`src/rtl/mul_div_pkg.sv`:
```
// Shared types and execute_type codes for the Mul_Div sequencer.
// Codes 0x10..0x17 are the M-extension ops; the upper half of that range divides.
package mul_div_pkg;

    localparam logic [4:0] EX_MUL    = 5'h10;
    localparam logic [4:0] EX_MULH   = 5'h11;
    localparam logic [4:0] EX_MULHSU = 5'h12;
    localparam logic [4:0] EX_MULHU  = 5'h13;
    localparam logic [4:0] EX_DIV    = 5'h14;
    localparam logic [4:0] EX_DIVU   = 5'h15;
    localparam logic [4:0] EX_REM    = 5'h16;
    localparam logic [4:0] EX_REMU   = 5'h17;

    typedef enum logic [1:0] {
        ST_IDLE = 2'd0,
        ST_BUSY = 2'd1,
        ST_DONE = 2'd2
    } state_t;

    // Anything outside the M range runs with the multiply window.
    function automatic logic is_div(input logic [4:0] ex_type);
        return (ex_type >= EX_DIV) && (ex_type <= EX_REMU);
    endfunction

endpackage

```
`src/rtl/rr_arb2.sv`:
```
// Two-lane round-robin grant; the pointer flips to the other lane on every grant.
// Grants are combinational and only issued while en is high.
module rr_arb2 (
    input  logic clk,
    input  logic rst_n,
    input  logic en,
    input  logic valid0,
    input  logic valid1,
    output logic grant0,
    output logic grant1
);

    logic ptr_reg;  // 1 = lane 1 wins on contention

    assign grant0 = en && valid0 && (!valid1 || !ptr_reg);
    assign grant1 = en && valid1 && (!valid0 ||  ptr_reg);

    always_ff @(posedge clk or negedge rst_n) begin
        if (!rst_n) begin
            ptr_reg <= 1'b0;
        end else if (grant0 || grant1) begin
            ptr_reg <= grant0;
        end
    end

endmodule

```
`src/rtl/mul_div_sched.sv`:
```
// Sequencer for the shared combinational Mul_Div unit: arbitrates two issue lanes,
// holds operands for a fixed window, then returns the registered result with its tag.
module mul_div_sched
    import mul_div_pkg::*;
#(
    parameter int MUL_CYCLES = 2,
    parameter int DIV_CYCLES = 8,
    parameter int TAG_W      = 4
) (
    input  logic             clk,
    input  logic             rst_n,
    input  logic             flush_i,
    input  logic             req0_valid_i,
    output logic             req0_ready_o,
    input  logic [31:0]      req0_op1_i,
    input  logic [31:0]      req0_op2_i,
    input  logic [4:0]       req0_type_i,
    input  logic [TAG_W-1:0] req0_tag_i,
    input  logic             req1_valid_i,
    output logic             req1_ready_o,
    input  logic [31:0]      req1_op1_i,
    input  logic [31:0]      req1_op2_i,
    input  logic [4:0]       req1_type_i,
    input  logic [TAG_W-1:0] req1_tag_i,
    output logic [31:0]      md_operand1_o,
    output logic [31:0]      md_operand2_o,
    output logic [4:0]       md_execute_type_o,
    input  logic [31:0]      md_result_i,
    output logic             wb_valid_o,
    input  logic             wb_ready_i,
    output logic [31:0]      wb_result_o,
    output logic [TAG_W-1:0] wb_tag_o,
    output logic             busy_o
);

    localparam int MAX_CYCLES = (DIV_CYCLES > MUL_CYCLES) ? DIV_CYCLES : MUL_CYCLES;
    localparam int CNT_W      = (MAX_CYCLES > 1) ? $clog2(MAX_CYCLES) : 1;

    state_t             state_reg, state_next;
    logic [CNT_W-1:0]   cnt_reg;
    logic [31:0]        op1_reg, op2_reg;
    logic [4:0]         type_reg;
    logic [TAG_W-1:0]   tag_reg;
    logic               wb_valid_reg;
    logic [31:0]        wb_result_reg;

    logic               arb_en, grant0, grant1, accept;
    logic [31:0]        sel_op1, sel_op2;
    logic [4:0]         sel_type;
    logic [TAG_W-1:0]   sel_tag;
    logic               window_end;

    assign arb_en = (state_reg == ST_IDLE) && !flush_i;

    rr_arb2 u_arb (
        .clk    (clk),
        .rst_n  (rst_n),
        .en     (arb_en),
        .valid0 (req0_valid_i),
        .valid1 (req1_valid_i),
        .grant0 (grant0),
        .grant1 (grant1)
    );

    assign accept   = grant0 || grant1;
    assign sel_op1  = grant1 ? req1_op1_i  : req0_op1_i;
    assign sel_op2  = grant1 ? req1_op2_i  : req0_op2_i;
    assign sel_type = grant1 ? req1_type_i : req0_type_i;
    assign sel_tag  = grant1 ? req1_tag_i  : req0_tag_i;

    assign window_end = (state_reg == ST_BUSY) && (cnt_reg == '0);

    always_comb begin
        state_next = state_reg;
        unique case (state_reg)
            ST_IDLE: if (accept)     state_next = ST_BUSY;
            ST_BUSY: if (window_end) state_next = ST_DONE;
            ST_DONE: if (wb_ready_i) state_next = ST_IDLE;
            default:                 state_next = ST_IDLE;
        endcase
        if (flush_i) begin
            state_next = ST_IDLE;
        end
    end

    always_ff @(posedge clk or negedge rst_n) begin
        if (!rst_n) begin
            state_reg <= ST_IDLE;
        end else begin
            state_reg <= state_next;
        end
    end

    // Operand registers survive a flush; only the result path is cancelled.
    always_ff @(posedge clk or negedge rst_n) begin
        if (!rst_n) begin
            cnt_reg       <= '0;
            op1_reg       <= '0;
            op2_reg       <= '0;
            type_reg      <= '0;
            tag_reg       <= '0;
            wb_valid_reg  <= 1'b0;
            wb_result_reg <= '0;
        end else begin
            if (accept) begin
                op1_reg  <= sel_op1;
                op2_reg  <= sel_op2;
                type_reg <= sel_type;
                tag_reg  <= sel_tag;
                cnt_reg  <= is_div(sel_type) ? CNT_W'(DIV_CYCLES - 1) : CNT_W'(MUL_CYCLES - 1);
            end else if ((state_reg == ST_BUSY) && (cnt_reg != '0)) begin
                cnt_reg <= cnt_reg - 1'b1;
            end

            if (flush_i) begin
                wb_valid_reg <= 1'b0;
            end else if (window_end) begin
                wb_valid_reg  <= 1'b1;
                wb_result_reg <= md_result_i;
            end else if ((state_reg == ST_DONE) && wb_ready_i) begin
                wb_valid_reg <= 1'b0;
            end
        end
    end

    assign req0_ready_o      = grant0;
    assign req1_ready_o      = grant1;
    assign md_operand1_o     = op1_reg;
    assign md_operand2_o     = op2_reg;
    assign md_execute_type_o = type_reg;
    assign wb_valid_o        = wb_valid_reg;
    assign wb_result_o       = wb_result_reg;
    assign wb_tag_o          = tag_reg;
    assign busy_o            = (state_reg != ST_IDLE);

endmodule

```
`config.mk`:
```
export PLATFORM = sky130hd
export DESIGN_NAME = mul_div_sched
export DESIGN_NICKNAME = d
export VERILOG_FILES = /design/src/rtl/mul_div_pkg.sv /design/src/rtl/rr_arb2.sv /design/src/rtl/mul_div_sched.sv
export SDC_FILE = /design/constraint.sdc
export NUM_CORES = 1
export LEC_CHECK = 0
export CAP_MARGIN = 10
export CORE_UTILIZATION = 40
export DETAILED_ROUTE_END_ITERATION = 8
export HOLD_SLACK_MARGIN = 0.05
export PLACE_DENSITY = 0.93
export SYNTH_ARGS = -nofsm -noshare
export SYNTH_HDL_FRONTEND = slang
export SYNTH_SLANG_ARGS = --single-unit
```
`constraint.sdc`:
```
create_clock -name clk -period 3.9 [get_ports clk]
set_input_delay 0.78 -clock clk [delete_from_list [all_inputs] [get_ports clk]]
set_output_delay 0.78 -clock clk [all_outputs]
set_load 0.05 [all_outputs]
```
Word level (Yosys, flattened, before mapping). Cells that the tools add are included. W data, S select, Z words.

Divide/modulo/power cells: 0. $lt $le $gt $ge: 2. Reductions and logical operators: 24. Multiplexer cells: 15. Equal/unequal tests: 5. Add/subtract/negate cells: 1. Bitwise gates (word level): 1. Shift-type cells: 0. $mul: 0.

Operators by type and width (number): $mux W32 (2); $logic_and A1 B1 Y1 (9); $mux W3 (3); $ne A3 B3 Y1 const B (3); $mux W2 (4); $pmux W2 S3 (1); $reduce_bool A3 Y1 (2); $ge A5 B5 Y1 const B (1); $le A5 B5 Y1 const B (1); $mux W5 (1); $logic_not A1 Y1 (4); $mux W4 (1); $reduce_bool A2 Y1 (2); $logic_not A3 Y1 (1); $logic_or A1 B1 Y1 (3); $mux W1 (3); $reduce_and A3 Y1 (1); $sub A3 B1 Y3 const B (1); $eq A2 B1 Y1 const B (1); $eq A2 B2 Y1 const B (1); $logic_not A2 Y1 (1); $reduce_and A2 Y1 (1); $not A1 Y1 (1).

Memories: 0. ROM bits: 0. Latch bits: 0. Bits in writable memories: 0. Register bits: 112. Input port bits: 184.

Longest topological paths before layout. Gate-level depths: netlist of run 1.

Depth in word-level cells: 9. Depth in mapped cells: 6. Gate-level depth less buffers: 6.

Modules after synthesis. From an unflattened synthesis of run 1, not the netlist that was laid out.

Cell total of the unflattened synthesis: 430. Area total of the unflattened synthesis: 4936.0 sq um.

Modules (own cells, without submodules): mul_div_sched (times used 1, area an instance 4874.7 sq um, cells an instance 422); rr_arb2 (times used 1, area an instance 61.3 sq um, cells an instance 8).

Least setup slack after synthesis of run 1. No wires, ideal clock.

Path kind: in2out. Start: input flush_i. End: output req0_ready_o. Path buffers: 0. Data arrival time: 1892 ps. Slack: 1228 ps. Stages: 3. Path through: nor3_4 -> nand2_1 -> a21oi_1.

Cells in the longest elaborated chain, start to end: 4.

Ends and longest elaborated chain: start: declaration (line mul_div_sched.sv:12) `input logic flush_i,`; $logic_not A1 Y1 (line mul_div_sched.sv:53) `assign arb_en = (state_reg == ST_IDLE) && !flush_i;`; $logic_and A1 B1 Y1 (line mul_div_sched.sv:53); $logic_and A1 B1 Y1 (2 in series) (line rr_arb2.sv:15) `assign grant0 = en && valid0 && (!valid1 || !ptr_reg);`; end: declaration (line mul_div_sched.sv:14) `output logic req0_ready_o,`.

No other way between the ends.

Final worst setup path of run 1. Same ends and word-level chain as after synthesis.

==> results.toml, run 1 <==
[yosys]
syn-cell-area_um2 = 4960
ys_seq_area_frac = 0.565
synthFlopType = "dfrtp_1"
synth.ff_latch_count = 112
synth_area_leader_cell = "dfrtp_1"
syn-num-nets = 619
avgSynthCellArea_um2 = 11.4
yosys_warnings = 0
synth.top_cell.area_share = 0.565
synth.area.top_cells = "dfrtp_1 (57%), mux2i_1 (15%), mux2_2 (7.5%), nand2_1 (6.1%), o21ai_1 (6.0%)"
postSynthCellCount = 433
ys_types = 27
synth_edf_count = 0
async_reset_ff_frac = 1.00

[cts]
cts_buffers = 9
path_clk_slew_ns = 0.07
cts_resized = 0
post_cts_buffers = 0
cts_max_level = 3
cts_tree = "done"
root_buffer = "clkbuf_16"
clk_latency_ns = 0.33
cts_buffer_depth = 2
cts_sinks = 112
holdBufCountCts = 0

[timing]
setup_tns_ns = 0
hold_violations = 0
period_minus_slack_ns = 2.96
finClkSkew_ns = 0.00499
finalSetupViolations = 0
max-slew-margin-rel = 0.539
drv_slew = 0
period_share = 0.758
max_freq_mhz = 338
max_slew.worst_pin.slew_ns = 0.692
hold_slack_ns = 0.462
rsz0062_at_grt = "no"

[place]
place_congestion = 0.747
place_hpwl_mm = 10.6
port_buffers = 292

[floorplanning]
dieArea_um2 = 12800
num_rows = 40
io_pins = 293
die_h_um = 113
initial_core_util = 0.411
die_w_um = 113
core_um2 = 12100

[global_route]
grt-ovfl-total = 0
grt.total_usage = 0.215
grt_pass1_vias = 4353
grt_first_pass_wirelength_mm = 21.4
grt_most_used_layer = "met2"
grt_max_degree = 79
met3_usage = 0.0530
use_met2 = 0.394
antenna_found_initial = 0
use_met1 = 0.240

[power]
p_per_area_nw_per_um2 = 787
ir_drop_mv = 0.374
power.leakage_uw = 0.00394

[critical_path]
critPathBufInv = 2
arrival_ns = 2.18
cp_max_fo = 6
max_stage_delay_ns = 0.49
cp_slowest_cell = "clkdlybuf4s50_1"
cp-start-kind = "primary input"
crit_required_ns = 3.12
worstSetupPathType = "primary input to output pin"
crit_chain = "clkdlybuf4s50_1 > nor3_4 > nand2_1 > a21oi_1 > buf_4"
path_delay_family = "buffers and inverters"
cp-end-kind = "output pin"

[finish]
mostFrequentLayoutCell = "clkdlybuf4s50_1"
drive_gt1_frac = 0.0848
area_delta_synth_final_pct = 67.9
diodes = 0
multi_input_area_um2 = 2000
nFillCells = 847
regArea_um2 = 2800
finalNetCount = 900
final_cell_mix = "clkdlybuf4s50_1 (289), dfrtp_1 (112), nand2_1 (80)"

[drt]
ant_nets = 0
drt_iter0_drc = 166
num_vias = 4212
wl_mm = 13.5
first_pass_iters = 4
via_per_inst = 4.75
avgRoutedWirePerCell_um = 15.3
drc = 0

[status]
status = "finished, final reports clean"

[run]
cap_viol_max_count = 0

[min_path]
hp-class = "primary input to async pin"
per-layer routing:
layer	routed length (µm)	vias up	part of all wire
li1	-	2057	-
met1	5170	1950	0.38
met2	7160	185	0.53
met3	977	20	0.072
met4	246	0	0.018
met5	0	-	0
worst paths after layout:
kind                                        start                end  slack [ns]  cells after the start
worst max-delay path                      flush_i       req0_ready_o        0.94                      5
worst min-delay path                        rst_n  md_operand1_o[15]        0.46                      1
worst max register to register       state_reg[0]  md_operand2_o[31]        2.04                      5
worst min register to register  md_operand2_o[26]  md_operand2_o[26]        0.49                      2
max in group asynchronous                   rst_n  md_operand1_o[26]        2.65                      2
min in group clk                md_operand2_o[26]  md_operand2_o[26]        0.49                      2
power by group:
group / leakage [µW] / internal, µW / switching, µW
registers: 0.00140 / 1650 / 276
logic: 0.00240 / 1310 / 2390
clock network: 0.000145 / 518 / 410
metrics by stage:
step           worst slack [ns]  power (µW)   util  std cells  instance area (µm²)
6_report                  0.944        6550  0.690        887                 8330
5_1_grt                   0.898        6850  0.690        887                 8330
4_1_cts                   0.950        6610  0.690        887                 8330
3_5_place_dp              0.952        5660  0.665        871                 8020
3_3_place_gp              0.964        5560  0.665        871                 8020
2_1_floorplan              1.23        4270      -        433                 4960
kinds of logic after synthesis:
logic type	Yosys count	synth area share
AOI/OAI and AO/OA	83	0.0853
xor gates and xnor gates	1	0.00177
adders and majority gates	2	0.00505
buffers and inverters	31	0.0351
DFF	112	0.565
muxes	107	0.224
and+or+nand+nor	97	0.0830
final cells by class:
class	count	share of cell area
tap	168	0.0252
clock buffer	10	0.0287
timing repair buffer	297	0.359
sequential	112	0.337
clock inverter	6	0.00812
inverter	4	0.00180
multi-input combinational	290	0.240
synth_stat cells, types with 2 or more instances:
master and instances:
nor2b_1 4, nand2_1 80, clkbuf_1 11, nor3b_1 2
nand3_1 2, o21ai_1 59, o21ai_0 16, mux2i_1 74
mux2_2 33, dfrtp_1 112, nor2_1 3, inv_1 4
ha_1 2, buf_1 2, buf_2 7, a21oi_1 6
buf_6 6
No activity file was read; power rests on OpenSTA's default activity.
==> run 2: changes to the inputs <==
CORE_UTILIZATION = 34   (was 40)
PLACE_DENSITY = 0.85   (was 0.93)
clock period = 2.4 ns   (was 3.9 ns; I/O delays follow)
==> run 2 against run 1 <==
Clock skew up 0.0039 ns. Non-clock buffer count grew 8. Final cell count is 2.3% higher. Combinational power is 63% higher. Register-to-register slack worse by 1.4 ns. Largest power group unchanged. First-iteration DRC count decreased by 30%. Routed wire length up 3.4%. Utilization down 9.2 points. Clock power grew 51%. Design area rose by 0.90%. Sequential cell count unchanged. Setup slack worse by 0.85 ns. Highest routed layer unchanged.
==> results.toml, run 2 (synthesized netlist as in run 1, its figures left out) <==
[drt]
drc = 0
via_per_inst = 4.72
wl_mm = 14.0
num_vias = 4280
drt_iter0_drc = 117
avgRoutedWirePerCell_um = 15.4
first_pass_iters = 4
ant_nets = 0

[place]
dp_cells = 890
place_congestion = 0.744
port_buffers = 292
dpl_worst_slack_ns = 0.145
place_hpwl_mm = 11.1

[min_path]
hold_end = "md_operand2_o[3]"
hp-start = "md_operand2_o[3]"
hp-class = "flip-flop to flip-flop"
min_path_cells = 2

[global_route]
grt_max_degree = 60
antenna_found_initial = 0
grt_first_pass_wirelength_mm = 21.2
grt-ovfl-total = 0
grt_pass1_vias = 4495
grt.total_usage = 0.184

[critical_path]
path_delay_family = "buffers and inverters"
critPathBufInv = 1
worstSetupPathType = "flip-flop to output pin"
cp-end-kind = "output pin"
reg2reg_slack_ns = 0.66
cp-start-kind = "flip-flop"
arrival_ns = 1.83
r2r-end = "wb_result_o[15]"
crit_chain = "or2_2 > clkdlybuf4s50_1"
crit_required_ns = 1.92
max_stage_delay_ns = 0.71
cp_slowest_cell = "clkdlybuf4s50_1"
cp_max_fo = 7
ff2ff_path_depth = 6
reg2reg_from = "cnt_reg[0]"

[timing]
finClkSkew_ns = 0.00885
hold_slack_ns = 0.485
setup_tns_ns = 0
rsz0062_at_grt = "no"
finalSetupViolations = 0
drv_slew = 0
max_freq_mhz = 433
hold_violations = 0
period_minus_slack_ns = 2.31
period_share = 0.961
max_slew.worst_pin.slew_ns = 0.565
max-slew-margin-rel = 0.622
layout_setup_ws_ns = 0.0926

[finish]
nFillCells = 1120
diodes = 0
finalNetCount = 908
final_cell_mix = "clkdlybuf4s50_1 (289), dfrtp_1 (112), nand2_1 (80)"
mostFrequentLayoutCell = "clkdlybuf4s50_1"
area_delta_synth_final_pct = 69.5
finalNonFillerCells = 907
multi_input_area_um2 = 2000
regArea_um2 = 2800
drive_gt1_frac = 0.0935

[cts]
cts_buffer_depth = 2
root_buffer = "clkbuf_16"
clk_latency_ns = 0.34
cts_resized = 0
cts_tree = "done"
cts_buffers = 9
cts_sinks = 112
cts_max_level = 3
path_clk_slew_ns = 0.07

[floorplanning]
die_h_um = 123
initial_core_util = 0.353
core_um2 = 14000
die_w_um = 123
io_pins = 293
dieArea_um2 = 15100
num_rows = 43

[status]
status = "finished, final reports clean"

[power]
total_power_uw = 10600
clock_power_share = 0.133
p_per_area_nw_per_um2 = 1260
p_switching_uw = 4990
power.leakage_uw = 0.00398
swShare = 0.472
p_int_uw = 5570
seqPwrFrac = 0.296
ir_drop_mv = 0.668
combPwrFrac = 0.572

[run]
cap_viol_max_count = 0
## run 2: per-stage QoR
| stage | utilization | cell area [µm²] |
|---|---|---|
| final | 0.598 | 8400 |
| after global routing | 0.598 | 8400 |
| after CTS | 0.598 | 8400 |
| after detailed placement | 0.578 | 8110 |
| after global placement | 0.578 | 8110 |
| after floorplan | - | 4960 |
## run 2: cell type report
cell class / count / area share
clock buffers: 10 / 0.0284
clock inverters: 6 / 0.00477
inverters: 4 / 0.00179
multi-input cells: 290 / 0.238
flip-flops and latches: 112 / 0.334
well taps: 180 / 0.0268
repair buffers: 305 / 0.366
## run 2: timing repair
| item | in CTS | in global routing |
|---|---|---|
| hold endpoints to repair | 24 | 0 |
| hold buffers | 1 | 0 |
| buffers inserted | 0 | 0 |
## run 2: worst min-delay path, delay by kind of cell (launching register included)
family | cells | cell delay [ns]
AOI/OAI and AO/OA | 1 | 0.06
DFF | 1 | 0.34
and+or+nand+nor | 1 | 0.05
## run 2: worst max path at each step
stage,endpoint,depth (start not counted),startpoint,slack [ns]
final,busy_o,2,state_reg[0],0.09
after global routing,busy_o,2,state_reg[0],0.02
after CTS,busy_o,2,state_reg[0],0.07
after floorplan,req0_ready_o,3,flush_i,0.33
after global placement,req0_ready_o,5,flush_i,0.13
after detailed placement,req0_ready_o,5,flush_i,0.15
## run 2: routing by layer
layer	vias up	wire, µm	GRT usage
met5	-	0	0
met4	0	359	0.0800
met3	30	1180	0.0530
met2	189	7210	0.336
met1	1989	5260	0.194
li1	2072	-	-
## run 2: power groups by stage
stage          Combinational, µW  Clock (µW)  Sequential, µW
2_1_floorplan               1150           0            5780
3_3_place_gp                5990           0            3100
3_5_place_dp                6080           0            3160
4_1_cts                     6090        1460            3130
5_1_grt                     6340        1530            3230
6_report                    6030        1400            3120
